==> config.mk <==
export PLATFORM = sky130hd
export DESIGN_NAME = mem_moc_responder_flat
export DESIGN_NICKNAME = d
export VERILOG_FILES = /design/src/rtl/mem_moc_responder_pkg.sv /design/src/rtl/mem_moc_responder_if.sv /design/src/rtl/mem_moc_responder_byte_array.sv /design/src/rtl/mem_moc_responder.sv /design/src/flat_wrapper.sv
export SDC_FILE = /design/constraint.sdc
export NUM_CORES = 2
export LEC_CHECK = 0
export CAP_MARGIN = 20
export CORE_ASPECT_RATIO = 0.8
export CORE_MARGIN = 3
export CORE_UTILIZATION = 25
export CTS_CLUSTER_SIZE = 20
export DETAILED_ROUTE_END_ITERATION = 7
export PLACE_DENSITY = 0.44
export SLEW_MARGIN = 20
export SYNTH_ARGS = -nofsm -noshare
export SYNTH_HDL_FRONTEND = slang
export SYNTH_SLANG_ARGS = --single-unit
export TNS_END_PERCENT = 10
==> constraint.sdc <==
create_clock -name Clk -period 5.35 [get_ports Clk]
set_clock_uncertainty 0.1 [all_clocks]
set_input_delay 1.07 -clock Clk [delete_from_list [all_inputs] [get_ports Clk]]
set_output_delay 1.07 -clock Clk [all_outputs]
set_load 0.01 [all_outputs]
==> src/rtl/mem_moc_responder_pkg.sv <==
// mem_pkg: shared definitions for the MFA/MOC memory responder.
//   state_t              - responder FSM encoding (IDLE / WAIT / DONE)
//   SZ_BYTE/SZ_HALF/SZ_WORD - DataSize codes (2'b11 is reserved and handled as a word)
//   WAIT_STATES_DEFAULT  - default number of wait states between acceptance and access
package mem_pkg;

  typedef enum logic [1:0] {
    IDLE = 2'd0,
    WAIT = 2'd1,
    DONE = 2'd2
  } state_t;

  localparam logic [1:0] SZ_BYTE = 2'b00;
  localparam logic [1:0] SZ_HALF = 2'b01;
  localparam logic [1:0] SZ_WORD = 2'b10;

  localparam int WAIT_STATES_DEFAULT = 2;

endpackage

==> src/rtl/mem_moc_responder_if.sv <==
// mem_moc_if: control-unit <-> memory handshake bundle.
//   MFA, RW, DataSize, Address, DataIn : driven by the control unit (master)
//   DataOut, MOC, Busy, Fault          : driven by the memory responder (slave)
interface mem_moc_if #(
  parameter int ADDR_W = 8
) ();
  logic              MFA;
  logic              RW;
  logic [1:0]        DataSize;
  logic [ADDR_W-1:0] Address;
  logic [31:0]       DataIn;
  logic [31:0]       DataOut;
  logic              MOC;
  logic              Busy;
  logic              Fault;

  modport master (
    output MFA, RW, DataSize, Address, DataIn,
    input  DataOut, MOC, Busy, Fault
  );

  modport slave (
    input  MFA, RW, DataSize, Address, DataIn,
    output DataOut, MOC, Busy, Fault
  );
endinterface

==> src/rtl/mem_moc_responder_byte_array.sv <==
// mem_byte_array: byte-wide storage of 2**ADDR_W bytes with a 4-lane port.
//   Clk   : clock, writes on posedge
//   base  : word-aligned base address of the 4-byte window
//   we    : per-lane write enables, we[3] = lane 0 = lowest address
//   wdata : write data, lane 0 in bits [31:24] (big-endian)
//   rdata : combinational big-endian read of the 4-byte window
// Lane addresses are computed modulo 2**ADDR_W. The contents have no reset.
module mem_byte_array #(
  parameter int ADDR_W = 8
) (
  input  logic              Clk,
  input  logic [ADDR_W-1:0] base,
  input  logic [3:0]        we,
  input  logic [31:0]       wdata,
  output logic [31:0]       rdata
);

  logic [7:0]        mem_reg   [0:(2**ADDR_W)-1];
  logic [ADDR_W-1:0] lane_addr [4];

  // Lane gi holds byte base+gi; the sum truncates to ADDR_W bits, giving the wrap.
  generate
    for (genvar gi = 0; gi < 4; gi++) begin : g_lane
      assign lane_addr[gi]            = base + ADDR_W'(gi);
      assign rdata[31-8*gi -: 8]      = mem_reg[lane_addr[gi]];
    end
  endgenerate

  always_ff @(posedge Clk) begin
    for (int i = 0; i < 4; i++) begin
      if (we[3-i]) begin
        mem_reg[lane_addr[i]] <= wdata[31-8*i -: 8];
      end
    end
  end

endmodule

==> src/rtl/mem_moc_responder.sv <==
// mem_moc_responder: memory-side responder for the MFA/MOC handshake.
//   Clk   : clock, all state updates on posedge
//   reset : synchronous, active-high
//   bus   : mem_moc_if.slave (MFA, RW, DataSize, Address, DataIn in;
//           DataOut, MOC, Busy, Fault out)
// A request is latched when MFA is seen in IDLE, the access happens after
// WAIT_STATES further edges, then MOC is held until MFA drops.
// Build option MEM_MISALIGN_FAULT_EN: misaligned halfword/word accesses raise
// Fault instead of being aligned down; otherwise Fault stays 0.
module mem_moc_responder
  import mem_pkg::*;
#(
  parameter int ADDR_W      = 8,
  parameter int WAIT_STATES = WAIT_STATES_DEFAULT,
  parameter int CNT_W       = 4
) (
  input  logic     Clk,
  input  logic     reset,
  mem_moc_if.slave bus
);

  state_t            state_reg, state_next;
  logic [CNT_W-1:0]  cnt_reg,   cnt_next;
  logic [ADDR_W-1:0] addr_reg,  addr_next;
  logic              rw_reg,    rw_next;
  logic [1:0]        size_reg,  size_next;
  logic [31:0]       din_reg,   din_next;
  logic              moc_reg,   moc_next;
  logic [31:0]       dout_reg,  dout_next;
  logic              fault_reg, fault_next;

  logic [ADDR_W-1:0] base;
  logic [3:0]        lane_we;
  logic [31:0]       lane_wdata;
  logic [31:0]       rdata;
  logic [31:0]       rd_value;
  logic [3:0]        mem_we;
  logic              access;
  logic              fault_hit;
  logic [1:0]        lane_inv;

  // Every access works on the enclosing aligned word; size only picks lanes.
  assign base     = {addr_reg[ADDR_W-1:2], 2'b00};
  assign lane_inv = ~addr_reg[1:0];

  always_comb begin
    lane_we    = 4'b1111;
    lane_wdata = din_reg;
    rd_value   = rdata;
    case (size_reg)
      SZ_BYTE: begin
        lane_we    = 4'b1000 >> addr_reg[1:0];
        lane_wdata = {4{din_reg[7:0]}};
        rd_value   = {24'd0, rdata[{lane_inv, 3'b000} +: 8]};
      end
      SZ_HALF: begin
        // Address[0] is ignored: the halfword sits in the upper or lower half.
        lane_we    = addr_reg[1] ? 4'b0011 : 4'b1100;
        lane_wdata = {2{din_reg[15:0]}};
        rd_value   = {16'd0, rdata[{~addr_reg[1], 4'b0000} +: 16]};
      end
      default: ;  // word and reserved code: full word
    endcase
  end

`ifdef MEM_MISALIGN_FAULT_EN
  assign fault_hit = ((size_reg == SZ_HALF) && addr_reg[0]) ||
                     (size_reg[1] && (addr_reg[1:0] != 2'b00));
`else
  assign fault_hit = 1'b0;
`endif

  assign access = (state_reg == WAIT) && bus.MFA && (cnt_reg == '0);
  // Reset on the access edge suppresses the write.
  assign mem_we = (access && !rw_reg && !fault_hit && !reset) ? lane_we : 4'b0000;

  mem_byte_array #(.ADDR_W(ADDR_W)) u_array (
    .Clk   (Clk),
    .base  (base),
    .we    (mem_we),
    .wdata (lane_wdata),
    .rdata (rdata)
  );

  always_ff @(posedge Clk) begin
    if (reset) begin
      state_reg <= IDLE;
      cnt_reg   <= '0;
      addr_reg  <= '0;
      rw_reg    <= 1'b0;
      size_reg  <= SZ_BYTE;
      din_reg   <= '0;
      moc_reg   <= 1'b0;
      dout_reg  <= '0;
      fault_reg <= 1'b0;
    end else begin
      state_reg <= state_next;
      cnt_reg   <= cnt_next;
      addr_reg  <= addr_next;
      rw_reg    <= rw_next;
      size_reg  <= size_next;
      din_reg   <= din_next;
      moc_reg   <= moc_next;
      dout_reg  <= dout_next;
      fault_reg <= fault_next;
    end
  end

  always_comb begin
    state_next = state_reg;
    cnt_next   = cnt_reg;
    addr_next  = addr_reg;
    rw_next    = rw_reg;
    size_next  = size_reg;
    din_next   = din_reg;
    moc_next   = moc_reg;
    dout_next  = dout_reg;
    fault_next = fault_reg;
    case (state_reg)
      IDLE: begin
        if (bus.MFA) begin
          addr_next  = bus.Address;
          rw_next    = bus.RW;
          size_next  = bus.DataSize;
          din_next   = bus.DataIn;
          cnt_next   = CNT_W'(WAIT_STATES);
          state_next = WAIT;
        end
      end
      WAIT: begin
        if (!bus.MFA) begin
          state_next = IDLE;  // abort: nothing written, DataOut kept
        end else if (cnt_reg != '0) begin
          cnt_next = cnt_reg - CNT_W'(1);
        end else begin
          moc_next   = 1'b1;
          state_next = DONE;
          if (fault_hit) begin
            fault_next = 1'b1;
            dout_next  = '0;
          end else if (rw_reg) begin
            dout_next = rd_value;
          end
        end
      end
      DONE: begin
        if (!bus.MFA) begin
          moc_next   = 1'b0;
          fault_next = 1'b0;
          state_next = IDLE;
        end
      end
      default: state_next = IDLE;
    endcase
  end

  assign bus.DataOut = dout_reg;
  assign bus.MOC     = moc_reg;
  assign bus.Busy    = (state_reg != IDLE);
  assign bus.Fault   = fault_reg;

endmodule

==> src/flat_wrapper.sv <==
// flat-port wrapper written by rule: the top's interface ports become plain ports
module mem_moc_responder_flat import mem_pkg::*;
#(
  parameter int ADDR_W      = 8,
  parameter int WAIT_STATES = WAIT_STATES_DEFAULT,
  parameter int CNT_W       = 4
)
  (Clk, reset, bus_MFA, bus_RW, bus_DataSize, bus_Address, bus_DataIn, bus_DataOut, bus_MOC, bus_Busy, bus_Fault);
  mem_moc_if #(.ADDR_W(ADDR_W)) bus_i ();
  input  logic Clk;
  input  logic reset;
  input wire logic [$bits(bus_i.MFA)-1:0] bus_MFA;
  input wire logic [$bits(bus_i.RW)-1:0] bus_RW;
  input wire logic [$bits(bus_i.DataSize)-1:0] bus_DataSize;
  input wire logic [$bits(bus_i.Address)-1:0] bus_Address;
  input wire logic [$bits(bus_i.DataIn)-1:0] bus_DataIn;
  output wire logic [$bits(bus_i.DataOut)-1:0] bus_DataOut;
  output wire logic [$bits(bus_i.MOC)-1:0] bus_MOC;
  output wire logic [$bits(bus_i.Busy)-1:0] bus_Busy;
  output wire logic [$bits(bus_i.Fault)-1:0] bus_Fault;
  assign bus_i.MFA = bus_MFA;
  assign bus_i.RW = bus_RW;
  assign bus_i.DataSize = bus_DataSize;
  assign bus_i.Address = bus_Address;
  assign bus_i.DataIn = bus_DataIn;
  assign bus_DataOut = bus_i.DataOut;
  assign bus_MOC = bus_i.MOC;
  assign bus_Busy = bus_i.Busy;
  assign bus_Fault = bus_i.Fault;
  mem_moc_responder #(.ADDR_W(ADDR_W), .WAIT_STATES(WAIT_STATES), .CNT_W(CNT_W)) u_core (.Clk(Clk), .reset(reset), .bus(bus_i));
endmodule
==> run metrics <==
ys async rst share=0; simple-gate share of the synthesized area=0.0363; Die X=about 650 um; First DRT Iteration DRCs=5,765; fmax=between 200 and 250 MHz; Rel. slew slack=0.105; Net Sw Power=8090 uW; Int Power=27,000 uW; Synth Instances=4,112; fin nets=around 4,600; worst slew pin tran=1.33 ns; critical path capture point type=flip-flop; cts repair resizes=0; first-pass GRT wire length=390,000 um; final cell count without fillers=9,065; setup TNS=0 ns; initial cell density of the core=0.251; post-synthesis xor/xnor area fraction=0.000210; WL final=roughly 290,000 um; Clk network pwr share=0.401; Hold Crit Class=reg -> reg; postcts setup bufs=0; dpl cells=8,691; Final Hold Viols=0; mux cell area share after synthesis=0.156; EDFF count, synth=2,048; ys flop type=edfxtp_1; CTS tree=yes; status=complete, no violations; most common cell after layout, fill and taps aside=edfxtp_1; Area Overhead vs Synth=17.2%; number of CTS-inserted buffers=211; number of warning messages in the yosys log=0; GP Congestion=0.925; fillers=32,400; IO Pins=between 80 and 90; CP max FO=34; Crit path largest cell delay=0.96 ns; site row count=189; Seq pwr share=0.530; gr usage total=0.165; DRC viols=0; IO Port Bufs=79; CTS sink count=2,136; switch share=0.231; Power Total=35,000 uW; vias in the first global route=43,900; largest family of logic cells by synthesized area=multiplexers; class of the most critical setup path=reg -> reg; global route total overflow=0; crit-path cells=buf_12, buf_12, buf_4, mux4_2, a22oi_1, o211ai_1, nor4_1, buf_4, a41oi_1, o2111ai_1, a211oi_1; Antenna Violating Nets Remaining=0; hpwl dp=194,000 um; initial antenna violation count=11; count of unique library cells instantiated by Yosys=78; Adder-Cell Fraction of Synth Area=0.000150; RSZ-0062 raised after global routing=no; die area=0.341 mm^2; syn nets=roughly 4,200; max cap viols=0; Seq/Total Area, Yosys=0.759; per-cell routed wire length=31.8 um; Worst EP arrival=5.32 ns; post-layout min period=4.68 ns; CP Launch Type=flip-flop; Compound-Gate Fraction of Synth Area=0.0305; Clock Root Buffer=clkbuf_16; share of layout cells above drive strength 1=0.266; Leak Pwr=about 0.03 uW; Final period util=0.875; largest net degree at the start of global routing=69; VDD IR max=246 uV; Final setup viols=0; # H-tree levels=4; vias per cell=about 4.9; Cell Area, Synth=about 0.083 mm^2; die height=around 520 um; post-cts hold buffer count=0; Critical Path Slowest Stage Cell=dfxtp_4; DRT Pass-1 Iters=8; routed via count=about 44,000; Power Density=358 mW/mm^2; post-synthesis average cell area=slightly above 20 um^2; Critical Path RT=around 6 ns; clock slew at reported path FFs=0.06 ns; flops & latches, synth=2,136; CORE AREA=0.332 mm^2; Combinational Power Share=0.069; Largest register FFs=2,048; Slew Viols, Final=0; clk buf depth=4; most frequent cells in the layout=edfxtp_1, mux4_2, buf_4; Clock Latency Late Sink=0.89 ns
[stage by stage]
step	hold slack, ns	area (um^2)	util	setup slack (ns)
after floorplan	0.333	83400	-	0.720
after global placement	0.351	91400	0.276	0.771
after detailed placement	0.351	91500	0.276	0.759
after CTS	0.359	97700	0.295	0.760
after global routing	0.375	97800	0.295	0.634
final	0.359	97800	0.295	0.667
[cells by family after synthesis]
kind of cell | after synthesis
compound gates | 361
xor+xnor | 2
fa+ha+maj | 1
buf+inv | 267
flops | 2136
mux | 640
other cells | 1
simple gates | 704
[worst paths after layout]
| check | slack [ns] | cells past startpoint | start | end |
|---|---|---|---|---|
| hold reg to reg | 0.36 | 2 | u_core.din_reg[29]$_SDFFE_PP0P_ | u_core.din_reg[29]$_SDFFE_PP0P_ |
| hold / removal | 0.36 | 2 | u_core.din_reg[29]$_SDFFE_PP0P_ | u_core.din_reg[29]$_SDFFE_PP0P_ |
| setup / recovery | 0.67 | 11 | u_core.addr_reg[2]$_SDFFE_PP0P_ | u_core.bus.DataOut[5]$_SDFFE_PP0P_ |
| setup reg to reg | 0.67 | 11 | u_core.addr_reg[2]$_SDFFE_PP0P_ | u_core.bus.DataOut[5]$_SDFFE_PP0P_ |
[critical path, delay by kind of cell (launching register included)]
kind	cells	cell delay [ns]
AOI/OAI and AO/OA	5	1.29
buffers and inverters	4	0.91
DFF	1	0.96
muxes	1	0.55
and+or+nand+nor	1	0.66
[power groups by stage]
stage	Combinational, uW	Sequential [uW]	Clock [uW]
floorplan	1270	18900	0
global placement	2390	18900	0
detailed placement	2400	18900	0
CTS	2400	18600	14400
global route	2510	18600	15100
finish	2410	18600	14100
[layout make-up]
cell class / instances / area (um^2) / area share
antenna: 7 / 17.5 / 0.000179
sequential: 2136 / 63300 / 0.647
tap: 4393 / 5500 / 0.0562
inverter: 14 / 53.8 / 0.000550
multi-input combinational: 1709 / 18900 / 0.193
clock inverter: 92 / 648 / 0.00663
timing repair buffer: 439 / 3750 / 0.0383
clock buffer: 275 / 5590 / 0.0572
[metal layers]
metal | track usage | share of wire
met3 | 0.0456 | 0.087
met5 | 0 | 0.000038
met4 | 0.0506 | 0.033
met2 | 0.240 | 0.43
met1 | 0.239 | 0.45
[cells in the mapped netlist (13+ instances only)]
master    instances  area share
o211ai_1         16      0.0014
dfxtp_1          88       0.021
a22o_1           16      0.0017
nor2b_1          18      0.0014
edfxtp_1       2048        0.74
nand3_1          26      0.0016
a21oi_1          79      0.0047
o21ai_0          38      0.0023
clkbuf_1         90      0.0041
buf_4            38      0.0034
buf_1            22     0.00099
nand2_1         243       0.011
mux2i_1          79      0.0095
buf_2            64      0.0038
nor2_1          321       0.014
buf_6            35      0.0047
a221oi_1         17      0.0018
mux4_2          510        0.14
nand4_1          13     0.00098
mux2_2           42      0.0057
nor3_1           15     0.00090
a22oi_1         100      0.0090
No activity file was read; power rests on OpenSTA's default activity.
